==> config.mk <==
export PLATFORM = sky130hd
export DESIGN_NAME = tx_frame_sender_flat
export DESIGN_NICKNAME = d
export VERILOG_FILES = /design/src/rtl/tx_frame_sender_if.sv /design/src/rtl/tx_frame_sender.sv /design/src/flat_wrapper.sv
export SDC_FILE = /design/constraint.sdc
export NUM_CORES = 1
export LEC_CHECK = 0
export ABC_AREA = 0
export BUFFER_PORTS_ARGS = -buffer_cell sky130_fd_sc_hd__buf_2
export CAP_MARGIN = 20
export CORE_ASPECT_RATIO = 1.75
export CORE_UTILIZATION = 45
export CTS_BUF_LIST = sky130_fd_sc_hd__clkbuf_8
export DETAILED_ROUTE_END_ITERATION = 10
export GPL_TIMING_DRIVEN = 1
export MAX_ROUTING_LAYER = met4
export PLACE_DENSITY = 0.65
export SLEW_MARGIN = 5
export SYNTH_ARGS = -nofsm -noshare
export SYNTH_HDL_FRONTEND = slang
export SYNTH_SLANG_ARGS = --single-unit
==> constraint.sdc <==
create_clock -name clk -period 2.9 [get_ports clk]
set_clock_uncertainty 0.2 [all_clocks]
set_input_delay 0.58 -clock clk [delete_from_list [all_inputs] [get_ports clk]]
set_output_delay 0.58 -clock clk [all_outputs]
set_load 0.005 [all_outputs]
==> src/rtl/tx_frame_sender_if.sv <==
// Frame-buffer read port, UART byte handshake and status flags of tx_frame_sender.
// The master side is the sender; the slave side is the buffer/UART/controller environment.
interface tx_frame_sender_if;
  logic       frame_done;
  logic       re;
  logic [7:0] rData;
  logic       tx_valid;
  logic [7:0] tx_data;
  logic       tx_ready;
  logic       busy;
  logic       frame_sent;

  modport master (
    input  frame_done, rData, tx_ready,
    output re, tx_valid, tx_data, busy, frame_sent
  );

  modport slave (
    output frame_done, rData, tx_ready,
    input  re, tx_valid, tx_data, busy, frame_sent
  );
endinterface

==> src/rtl/tx_frame_sender.sv <==
// Streams one frame as SOF marker, PIXELS buffer bytes and EOF marker over a
// valid/ready byte interface, fetching one pixel per FETCH/WAIT/SEND round.
module tx_frame_sender #(
  parameter int unsigned PIXELS   = 176 * 240,
  parameter logic [7:0]  SOF_BYTE = 8'hA5,
  parameter logic [7:0]  EOF_BYTE = 8'h5A
) (
  input  logic                clk,
  input  logic                reset,
  tx_frame_sender_if.master   bus
);

  localparam int unsigned CNT_W = (PIXELS > 1) ? $clog2(PIXELS) : 1;
  localparam logic [CNT_W-1:0] LAST_PIX = CNT_W'(PIXELS - 1);

  typedef enum logic [2:0] {
    ST_IDLE,
    ST_SOF,
    ST_FETCH,
    ST_WAIT,
    ST_SEND,
    ST_EOF,
    ST_DONE
  } state_t;

  state_t           state, state_nxt;
  logic [CNT_W-1:0] pix_cnt, pix_cnt_nxt;
  logic [7:0]       tx_data_nxt;
  logic             re_nxt, tx_valid_nxt, busy_nxt, frame_sent_nxt;

  // State and pixel counter
  always_ff @(posedge clk) begin
    if (reset) begin
      state   <= ST_IDLE;
      pix_cnt <= '0;
    end else begin
      state   <= state_nxt;
      pix_cnt <= pix_cnt_nxt;
    end
  end

  // Next state; outputs are decoded from the next state so they register in step with it
  always_comb begin
    state_nxt   = state;
    pix_cnt_nxt = pix_cnt;
    tx_data_nxt = bus.tx_data;
    case (state)
      ST_IDLE: begin
        if (bus.frame_done) begin
          state_nxt   = ST_SOF;
          pix_cnt_nxt = '0;
          tx_data_nxt = SOF_BYTE;
        end
      end
      ST_SOF: begin
        if (bus.tx_ready) state_nxt = ST_FETCH;
      end
      ST_FETCH: state_nxt = ST_WAIT;
      ST_WAIT: begin
        state_nxt   = ST_SEND;
        tx_data_nxt = bus.rData;
      end
      ST_SEND: begin
        if (bus.tx_ready) begin
          if (pix_cnt == LAST_PIX) begin
            state_nxt   = ST_EOF;
            tx_data_nxt = EOF_BYTE;
          end else begin
            state_nxt   = ST_FETCH;
            pix_cnt_nxt = pix_cnt + CNT_W'(1);
          end
        end
      end
      ST_EOF: begin
        if (bus.tx_ready) state_nxt = ST_DONE;
      end
      ST_DONE: state_nxt = ST_IDLE;
      default: state_nxt = ST_IDLE;
    endcase

    re_nxt         = (state_nxt == ST_FETCH);
    tx_valid_nxt   = (state_nxt == ST_SOF) || (state_nxt == ST_SEND) || (state_nxt == ST_EOF);
    busy_nxt       = (state_nxt != ST_IDLE);
    frame_sent_nxt = (state_nxt == ST_DONE);
  end

  // Registered outputs
  always_ff @(posedge clk) begin
    if (reset) begin
      bus.re         <= 1'b0;
      bus.tx_valid   <= 1'b0;
      bus.tx_data    <= 8'h00;
      bus.busy       <= 1'b0;
      bus.frame_sent <= 1'b0;
    end else begin
      bus.re         <= re_nxt;
      bus.tx_valid   <= tx_valid_nxt;
      bus.tx_data    <= tx_data_nxt;
      bus.busy       <= busy_nxt;
      bus.frame_sent <= frame_sent_nxt;
    end
  end

endmodule

==> src/flat_wrapper.sv <==
// flat-port wrapper written by rule: the top's interface ports become plain ports
module tx_frame_sender_flat 
#(
  parameter int unsigned PIXELS   = 176 * 240,
  parameter logic [7:0]  SOF_BYTE = 8'hA5,
  parameter logic [7:0]  EOF_BYTE = 8'h5A
)
  (clk, reset, bus_frame_done, bus_rData, bus_tx_ready, bus_re, bus_tx_valid, bus_tx_data, bus_busy, bus_frame_sent);
  tx_frame_sender_if bus_i ();
  input  logic clk;
  input  logic reset;
  input wire logic [$bits(bus_i.frame_done)-1:0] bus_frame_done;
  input wire logic [$bits(bus_i.rData)-1:0] bus_rData;
  input wire logic [$bits(bus_i.tx_ready)-1:0] bus_tx_ready;
  output wire logic [$bits(bus_i.re)-1:0] bus_re;
  output wire logic [$bits(bus_i.tx_valid)-1:0] bus_tx_valid;
  output wire logic [$bits(bus_i.tx_data)-1:0] bus_tx_data;
  output wire logic [$bits(bus_i.busy)-1:0] bus_busy;
  output wire logic [$bits(bus_i.frame_sent)-1:0] bus_frame_sent;
  assign bus_i.frame_done = bus_frame_done;
  assign bus_i.rData = bus_rData;
  assign bus_i.tx_ready = bus_tx_ready;
  assign bus_re = bus_i.re;
  assign bus_tx_valid = bus_i.tx_valid;
  assign bus_tx_data = bus_i.tx_data;
  assign bus_busy = bus_i.busy;
  assign bus_frame_sent = bus_i.frame_sent;
  tx_frame_sender #(.PIXELS(PIXELS), .SOF_BYTE(SOF_BYTE), .EOF_BYTE(EOF_BYTE)) u_core (.clk(clk), .reset(reset), .bus(bus_i));
endmodule
==> impl_metrics.prom <==
# TYPE chip_impl_metric gauge
chip_impl_info{name="outcome",value="complete, no violations"} 1
chip_impl_metric{name="drive_above_1_share",unit=""} 0.193
chip_impl_metric{name="setup_tns",unit="ns"} 0
chip_impl_metric{name="worstMarginPinSlew",unit="ns"} 0.607
chip_impl_info{name="ctsRootBufferMaster",value="clkbuf_8"} 1
chip_impl_metric{name="post_synth_num_cell_types",unit=""} 45
chip_impl_metric{name="ys.warnings.count",unit=""} 0
chip_impl_metric{name="drt_pre_antenna_iters",unit=""} 4
chip_impl_metric{name="worst-endpoint-required",unit="ns"} 2.89
chip_impl_metric{name="design.final.nets",unit=""} 214
chip_impl_metric{name="drc",unit=""} 0
chip_impl_info{name="critical-path-slowest-cell",value="and4_1"} 1
chip_impl_metric{name="drt_iter0_drc",unit=""} 14
chip_impl_metric{name="floorplan.initialDensity",unit=""} 0.470
chip_impl_metric{name="post_dp_cell_area",unit="mm^2"} 0.00170
chip_impl_metric{name="finalWorstPathRequiredPeriod",unit="ns"} 2.33
chip_impl_metric{name="die_height",unit="um"} 80.4
chip_impl_metric{name="clk_pin_slew_worst_paths",unit="ns"} 0.07
chip_impl_metric{name="clk-insertion-delay-late",unit="ns"} 0.28
chip_impl_metric{name="grt_pass1_vias",unit=""} 1444
chip_impl_info{name="critPathCaptureType",value="register"} 1
chip_impl_metric{name="power.static_leakage",unit="nW"} 0.673
chip_impl_metric{name="grt_start_max_net_pins",unit=""} 21
chip_impl_metric{name="synthesis.area_per_instance",unit="um^2"} 8.69
chip_impl_metric{name="antenna_violating_nets_post_route",unit=""} 0
chip_impl_metric{name="groute.usage.overall",unit=""} 0.233
chip_impl_metric{name="yosys_register_bits",unit=""} 31
chip_impl_metric{name="maxCapViolCount",unit=""} 0
chip_impl_metric{name="syn-cell-area",unit="mm^2"} 0.00158
chip_impl_metric{name="area_share_of_and_or_nand_nor_cells_after_synthesis",unit=""} 0.295
chip_impl_metric{name="globalRoute.totalOverflow",unit=""} 0
chip_impl_info{name="cts_tree",value="yes"} 1
chip_impl_metric{name="post_synth_inst_count",unit=""} 182
chip_impl_metric{name="finalPower",unit="mW"} 0.882
chip_impl_metric{name="wl_per_cell",unit="um"} 14.7
chip_impl_metric{name="synthDominantCellAreaShare",unit=""} 0.392
chip_impl_metric{name="r2r_cells",unit=""} 4
chip_impl_metric{name="critical-path-max-stage-delay",unit="ns"} 0.66
chip_impl_metric{name="cts.sinks",unit=""} 31
chip_impl_metric{name="vias_per_inst",unit=""} 5.91
chip_impl_metric{name="postCtsResizedCells",unit=""} 0
chip_impl_metric{name="worstPathArrival",unit="ns"} 2.32
chip_impl_metric{name="area_share_of_xor_xnor_cells_in_the_synthesized_design",unit=""} 0
chip_impl_metric{name="final-setup-viol-count",unit=""} 0
chip_impl_metric{name="cts.path.max_buffers",unit=""} 2
chip_impl_metric{name="via_count",unit=""} 1460
chip_impl_metric{name="power_per_cell_area",unit="mW/mm^2"} 496
chip_impl_metric{name="synth_fp_nets",unit=""} 195
chip_impl_metric{name="dp_worst_setup_slack",unit="ns"} 0.594
chip_impl_metric{name="timing.critical_path.fanout_max",unit=""} 20
chip_impl_info{name="post_synthesis_cell_type_with_the_largest_combined_area",value="dfxtp_1"} 1
chip_impl_metric{name="yosysSeqAreaShare",unit=""} 0.392
chip_impl_info{name="start_kind",value="register"} 1
chip_impl_metric{name="fmax",unit="MHz"} 429
chip_impl_metric{name="dp_hpwl",unit="mm"} 2.69
chip_impl_metric{name="hold-path-cell-count",unit=""} 2
chip_impl_metric{name="postLayoutSetupSlackWorst",unit="ns"} 0.569
chip_impl_metric{name="fillerInstances",unit=""} 365
chip_impl_metric{name="post_cts.repair.setup_buffers",unit=""} 0
chip_impl_metric{name="insertedDiodeCount",unit=""} 0
chip_impl_metric{name="chipWidth",unit="um"} 46.8
chip_impl_metric{name="vdd_ir_drop_max",unit="uV"} 444
chip_impl_info{name="crit_path_cell_trace",value="nor4b_2, and4_1, a21oi_1, a221oi_1"} 1
chip_impl_metric{name="drt-total-wl",unit="mm"} 3.62
chip_impl_metric{name="relSlewSlack",unit=""} 0.595
chip_impl_info{name="largest_family_of_logic_cells_by_synthesized_area",value="simple AND/OR/NAND/NOR gates"} 1
chip_impl_metric{name="number_of_antenna_violations_at_the_first_check_in_global_routing",unit=""} 0
chip_impl_metric{name="boundaryPins",unit=""} 24
chip_impl_metric{name="syn_to_final_growth",unit="%"} 12.5
chip_impl_metric{name="cts_made_buffers",unit=""} 5
chip_impl_metric{name="cts_hold_buf",unit=""} 0
chip_impl_metric{name="fin_crit_sh",unit=""} 0.804
chip_impl_metric{name="final_max_slew_viol_count",unit=""} 0
chip_impl_metric{name="floorplan.rows",unit=""} 28
chip_impl_metric{name="finalHoldWorstSlack",unit="ns"} 0.271
chip_impl_metric{name="finish.instance_area",unit="mm^2"} 0.00178
chip_impl_metric{name="core-area",unit="mm^2"} 0.00336
chip_impl_metric{name="final_hold_viol_count",unit=""} 0
chip_impl_metric{name="synth_adder_area_share",unit=""} 0.00791
chip_impl_metric{name="stdcell_count",unit=""} 247
chip_impl_metric{name="grt_first_pass_wirelength",unit="mm"} 6.31
chip_impl_metric{name="postLayoutCoreUtil",unit=""} 0.529
chip_impl_info{name="unrepaired_setup_endpoints_after_global_routing",value="no"} 1
chip_impl_metric{name="synth_compound_area_frac",unit=""} 0.203
chip_impl_info{name="worstHoldPathType",value="reg -> reg"} 1
chip_impl_metric{name="design.die.area",unit="mm^2"} 0.00377
chip_impl_metric{name="place.detailed.instances",unit=""} 239
chip_impl_metric{name="gp_routability_congestion",unit=""} 0.834
chip_impl_metric{name="htree_num_levels",unit=""} 2
chip_impl_info{name="yosys-top-cells-area",value="dfxtp_1 (39%), a21oi_1 (4.7%), nand2_1 (4.3%), mux2i_1 (3.8%), o31ai_1 (3.8%)"} 1
chip_impl_info{name="crit_type",value="reg -> reg"} 1
chip_impl_metric{name="placement.io_buffers",unit=""} 23
chip_impl_metric{name="synth.area.mux_share",unit=""} 0.0380
## per-layer routing
metal,vias up,GRT usage,share of wire
met5,-,-,0
met4,0,0.117,0.024
met3,9,0.0404,0.025
met2,29,0.388,0.56
met1,691,0.253,0.39
li1,731,-,-
## cells by family (layout without fill, tap and decap cells)
kind of cell,Yosys count,count (layout)
buf+inv,21,41
flops,31,31
compound gates,45,45
fa+ha+maj,1,1
mux,6,6
simple gates,78,78
## state kept, by name, summed over array words and instances (netlist names)
name and count:
u_core.pix_cnt 16, u_core.state 3, u_core.bus.tx_data 8, u_core.bus.re 1
u_core.bus.tx_valid 1, u_core.bus.busy 1, u_core.bus.frame_sent 1
## synthesized netlist by cell type, drive strengths merged
cell type and number:
and3 4, and4bb 1, clkbuf 7, o41a 1, o32ai 1, o311ai 1, nor4bb 1, a31oi 1
o221a 4, nor2 6, a211oi 1, o41ai 2, nand3 8, a21oi 16, o31ai 8, nand2b 2
nor4b 2, buf 6, mux2i 6, nor2b 3, nor3 2, or4 7, dfxtp 31, and4 2
nand4 7, or3b 1, or2 1, nand2 18, or3 8, ha 1, a41oi 1, a221oi 4
nand3b 1, nor4 2, inv 8, o21ai 4, o221ai 1, and2 2
## power breakdown
group	switching, mW	total [mW]	internal (mW)	leakage (nW)
clock	0.161	0.323	0.161	0.0505
combinational	0.0503	0.0973	0.0471	0.370
sequential	0.0178	0.463	0.445	0.253
total	0.229	0.882	0.653	0.673
## area by class of cell
class                   count  area (um^2)  share of cell area
repair buffers             25          130              0.0731
clock buffers               5         68.8              0.0387
multi-input cells         130          861               0.484
well taps                  45         56.3              0.0316
flip-flops and latches     31          621               0.349
inverters                   8         30.0              0.0169
clock inverters             3         12.5             0.00703
## worst paths after layout
check	startpoint	end	slack [ns]
setup / recovery	u_core.pix_cnt[8]	u_core.bus.tx_data[3]	0.57
hold / removal	u_core.bus.tx_data[4]	u_core.bus.tx_data[4]	0.27
setup reg to reg	u_core.pix_cnt[8]	u_core.bus.tx_data[3]	0.57
hold reg to reg	u_core.bus.tx_data[4]	u_core.bus.tx_data[4]	0.27
## worst max-delay path: cells and delay by family, from the launching register on
kind	cells	cell delay [ns]
simple gates	2	1.09
compound gates	2	0.57
flops	1	0.37
## cell usage in the layout (no fill, tap or decap), types with 3 or more instances in the layout
cell and count:
dfxtp_1 31, a21oi_1 15, buf_2 23, nor2b_1 3
o221a_2 4, nor2_1 6, a221oi_1 4, or4_1 7
or3_1 8, o21ai_0 4, and3_1 4, nand4_1 7
nand2_1 18, mux2i_1 6, nand3_1 7, clkbuf_8 5
inv_1 10, o31ai_1 8
Power figures use the tool's default switching activity.
